<file path="config.mk">
export PLATFORM = sky130hd
export DESIGN_NAME = uart_rx_frame_ctrl
export DESIGN_NICKNAME = d
export VERILOG_FILES = /design/src/rtl/uart_rx_frame_ctrl.sv
export SDC_FILE = /design/constraint.sdc
export NUM_CORES = 1
export LEC_CHECK = 0
export BUFFER_PORTS_ARGS = -buffer_cell sky130_fd_sc_hd__buf_2
export CAP_MARGIN = 20
export CORE_MARGIN = 2
export CORE_UTILIZATION = 40
export CTS_BUF_LIST = sky130_fd_sc_hd__clkbuf_4 sky130_fd_sc_hd__clkbuf_8 sky130_fd_sc_hd__clkbuf_16
export CTS_CLUSTER_DIAMETER = 120
export CTS_CLUSTER_SIZE = 20
export DETAILED_ROUTE_END_ITERATION = 6
export PLACE_DENSITY = 0.72
export SYNTH_ARGS = -nofsm -noshare
export SYNTH_HDL_FRONTEND = slang
export SYNTH_SLANG_ARGS = --single-unit
</file>
<file path="constraint.sdc">
create_clock -name clk -period 4.9 [get_ports clk]
set_input_delay 0.735 -clock clk [delete_from_list [all_inputs] [get_ports clk]]
set_output_delay 0.735 -clock clk [all_outputs]
set_load 0.02 [all_outputs]
</file>
<file path="src/rtl/uart_rx_frame_ctrl.sv">
// uart_rx_frame_ctrl: UART RX frame FSM (start/8 data/opt parity/stop); UART_RX_MAJORITY_EN selects 2-of-3 mid-bit voting
module uart_rx_frame_ctrl #(
  parameter int DATA_W = 8
) (
  input  logic              clk,
  input  logic              reset,
  input  logic              rx_in,
  input  logic              par_en,
  input  logic              par_typ,
  input  logic [5:0]        prescale,
  input  logic [5:0]        edge_cnt,
  input  logic [3:0]        bit_cnt,
  output logic              cnt_enable,
  output logic [DATA_W-1:0] p_data,
  output logic              data_valid,
  output logic              par_err,
  output logic              stp_err
);
  typedef enum logic [2:0] {IDLE, START, DATA, PARITY, STOP} state_t;
  state_t state, next;
  logic [DATA_W-1:0] shreg;
  logic par_en_l, par_typ_l, par_fail, sampled, s_mid, vote, eob, smp;
  logic [5:0] s_pt;
  assign s_pt = (prescale >> 1) - 6'd1;
  assign eob = edge_cnt == prescale - 6'd1;
  assign smp = edge_cnt == s_pt + 6'd1;
  assign cnt_enable = state != IDLE;
`ifdef UART_RX_MAJORITY_EN
  logic s_early;
  always_ff @(posedge clk) begin
    if (reset) begin
      s_early <= 1'b0;
      s_mid <= 1'b0;
    end else begin
      if (edge_cnt == s_pt - 6'd1) s_early <= rx_in;
      if (edge_cnt == s_pt) s_mid <= rx_in;
    end
  end
  assign vote = (s_early & s_mid) | (s_early & rx_in) | (s_mid & rx_in);
`else
  always_ff @(posedge clk) begin
    if (reset) s_mid <= 1'b0;
    else if (edge_cnt == s_pt) s_mid <= rx_in;
  end
  assign vote = s_mid;
`endif
  always_comb begin
    next = state;
    case (state)
      IDLE:    next = rx_in ? IDLE : START;
      START:   next = eob ? (sampled ? IDLE : DATA) : START;
      DATA:    next = (eob && bit_cnt == 4'd8) ? (par_en_l ? PARITY : STOP) : DATA;
      PARITY:  next = eob ? STOP : PARITY;
      STOP:    next = eob ? IDLE : STOP;
      default: next = IDLE;
    endcase
  end
  always_ff @(posedge clk) begin
    if (reset) begin
      state <= IDLE;
      shreg <= '0;
      p_data <= '0;
      data_valid <= 1'b0;
      par_err <= 1'b0;
      stp_err <= 1'b0;
      par_en_l <= 1'b0;
      par_typ_l <= 1'b0;
      par_fail <= 1'b0;
      sampled <= 1'b0;
    end else begin
      state <= next;
      data_valid <= 1'b0;
      par_err <= 1'b0;
      stp_err <= 1'b0;
      if (smp) sampled <= vote;
      if (state == IDLE && !rx_in) begin
        par_en_l <= par_en;
        par_typ_l <= par_typ;
        par_fail <= 1'b0;
      end
      if (eob && state == DATA) shreg[bit_cnt[2:0] - 3'd1] <= sampled;
      if (eob && state == PARITY) par_fail <= sampled != (^shreg ^ par_typ_l);
      // a good frame needs a high stop bit and no parity failure
      if (eob && state == STOP) begin
        stp_err <= ~sampled;
        par_err <= par_fail;
        data_valid <= sampled & ~par_fail;
        if (sampled && !par_fail) p_data <= shreg;
      end
    end
  end
endmodule

</file>
==> metrics.txt <==
cells after synthesis 208; Hold EP sampled$_SDFFE_PP0N_; Post-Synthesis Net Count around 230; Min-Delay Path Class flip-flop to flip-flop; final period utilization 60.1%; Vias 1,506; vias in the first global route about 1,400; Synth Area per Inst around 8.7 um^2; nets roughly 260; fillers 423; crit end category flip-flop; worst r2r src state[0]$_SDFF_PP0_; first-pass GRT wire length roughly 6400 um; number of max-cap violations 0; most common cell after layout, fill and taps aside buf_2; placed wire-length estimate 2820 um; post-CTS sizing 0; min cycle time layout just under 3000 ps; Layout area overhead 12.3%; cts hold-fix bufs 0; Distinct cells, synth 51; Routed WL ~3700 um; CP required roughly 5000 ps; post-route cell area a little over 2000 um^2; largest net degree at the start of global routing 18; CTS Sinks 27; worst-path maximum fanout 12; hold wc startpoint s_mid$_SDFFE_PP0N_; crit path kind input port to flip-flop; Slew HR between 50% and 60%; initial DRC count 98; worst vdd ir between 200 and 300 uV; r2r endpoint p_data[7]$_SDFFE_PP0P_; final hold violations 0; core footprint around 4400 um^2; Num CTS Buffers 3; DR pass1 iterations 4; TritonCTS clock tree done; clock slew at reported path FFs 90 ps; Final Slew Violations 0; initial core utilization about two fifths; Power Density between 200 and 250 nW/um^2; vias per cell 5.27; share of cells above drive strength 1 between 10% and 20%; routed len/inst 12.8 um; top_reg_cell synth dfxtp_1; Synth warnings 0; FMAX between 300 and 400 MHz; ANT cells 0; Worst Skew approximately 3.3 ps; register bit total from synthesis 27; RSZ-0062 raised after global routing false; mapped cell area approximately 1800 um^2; slowest cell on the critical path nand4b_1; r2r setup slk 3200 ps; slew at the pin closest to its max-slew limit a little over 600 ps; Post-DP Area between 1500 and 2000 um^2; most frequent cells in the layout 32 x buf_2, 27 x dfxtp_1, 22 x nor2_1; GRT Overall Usage 15.3%; critical path's largest stage delay approximately 540 ps; global route overflow 0; register area share after synthesis approximately 30%; antenna-violating nets left 0; routability cong. 0.842; Die X 71.3 um; Post-route DRC 0; Longest Clk Path Bufs 2; R2R depth 5; die height 71.3 um; Static Leak roughly 0.85 nW; status completed; port buffer count 32; initial antenna violation count 0; CP Launch Type input port; worst-path cell chain buf_2 -> inv_1 -> ha_1 -> nor3b_2 -> a21oi_2 -> nor4b_4 -> nand4b_1 -> mux2i_1 -> nor2_1; Synth async-reset ratio 0%; num rows 24; Post-CTS Setup Inserts 0; worst skew pair latency ~260 ps; crit path DAT a little over 3000 ps; Post-synth EDFFs 0; final setup violation count 0; Ports 33; total power about 440 uW; setup tns final 0 ps; root buffer selected by CTS clkbuf_8; Hold Path Stages 2; full die area 5080 um^2; H-tree depth 1
## power by group
part | switching [mW] | internal [mW]
Combinational | 0.0496 | 0.0377
Sequential | 0.00240 | 0.221
Clock | 0.0627 | 0.0636
Total | 0.115 | 0.323
## synth_stat cells, drive strengths merged, types with 3 or more instances
master,number,area share (%)
buf,4,1.6
clkbuf,6,1.2
dfxtp,27,30
ha,5,3.5
inv,7,1.5
mux2i,20,11
nand2,18,3.9
nand3b,3,1.2
nor2,22,4.6
nor2b,5,1.7
nor4,13,4.5
o21a,3,1.2
o21ai,10,2.8
xnor2,19,9.2
xor2,7,3.4
## registers in the layout (all words and copies together), names as in the netlist
signal and cells:
data_valid 1, shreg 8, s_mid 1, sampled 1, par_typ_l 1, stp_err 1, par_err 1, p_data 8
par_fail 1, par_en_l 1, state 3
## worst max-delay path by stage
stage | from | end | slack, ps | cells after the start
floorplan | prescale[1] | shreg[4]$_SDFFE_PP0P_ | 1970 | 11
global placement | prescale[1] | p_data[4]$_SDFFE_PP0P_ | 1730 | 9
detailed placement | prescale[1] | p_data[7]$_SDFFE_PP0P_ | 1610 | 9
CTS | prescale[1] | p_data[6]$_SDFFE_PP0P_ | 1890 | 9
global route | prescale[1] | p_data[7]$_SDFFE_PP0P_ | 1640 | 9
finish | prescale[1] | p_data[7]$_SDFFE_PP0P_ | 1960 | 9
## metal layers
metal  GRT usage, %  share of wire, %  vias up
met5              0                 0        -
met4           1.89              0.52        0
met3           3.09               4.4        2
met1           21.4                50      691
met2           25.1                46       25
li1               -                 -      788
## cells by family after synthesis
kind of cell | after synthesis | synth area share (%)
xor gates and xnor gates | 27 | 13.9
adders and majority gates | 5 | 3.46
DFF | 27 | 29.9
and+or+nand+nor | 82 | 25.8
muxes | 21 | 11.7
AOI/OAI and AO/OA | 29 | 11.0
buffers and inverters | 17 | 4.29
## critical path, delay by kind of cell
family / cells / cell delay [ps]
AOI/OAI and AO/OA: 1 / 120
adders and majority gates: 1 / 340
buffers and inverters: 2 / 310
muxes: 1 / 320
and+or+nand+nor: 4 / 1270
## cell type report
cell class                      count  area [um^2]  area share (%)
Multi-Input combinational cell    164         1190            58.6
Sequential cell                    27          541            26.6
Timing Repair Buffer               32          160            7.88
Tap cell                           52         65.1            3.20
Clock buffer                        4         48.8            2.40
Inverter                            7         26.3            1.29
## stage by stage
| stage | hold slack [ps] | utilization [%] | setup slack [ps] | std cells |
|---|---|---|---|---|
| global placement | 466 | 45.6 | 1730 | 282 |
| global route | 505 | 46.7 | 1640 | 286 |
| floorplan | 434 | - | 1970 | 208 |
| detailed placement | 469 | 45.6 | 1610 | 282 |
| finish | 482 | 46.7 | 1960 | 286 |
| CTS | 484 | 46.7 | 1890 | 286 |
No activity file was read; power rests on OpenSTA's default activity.
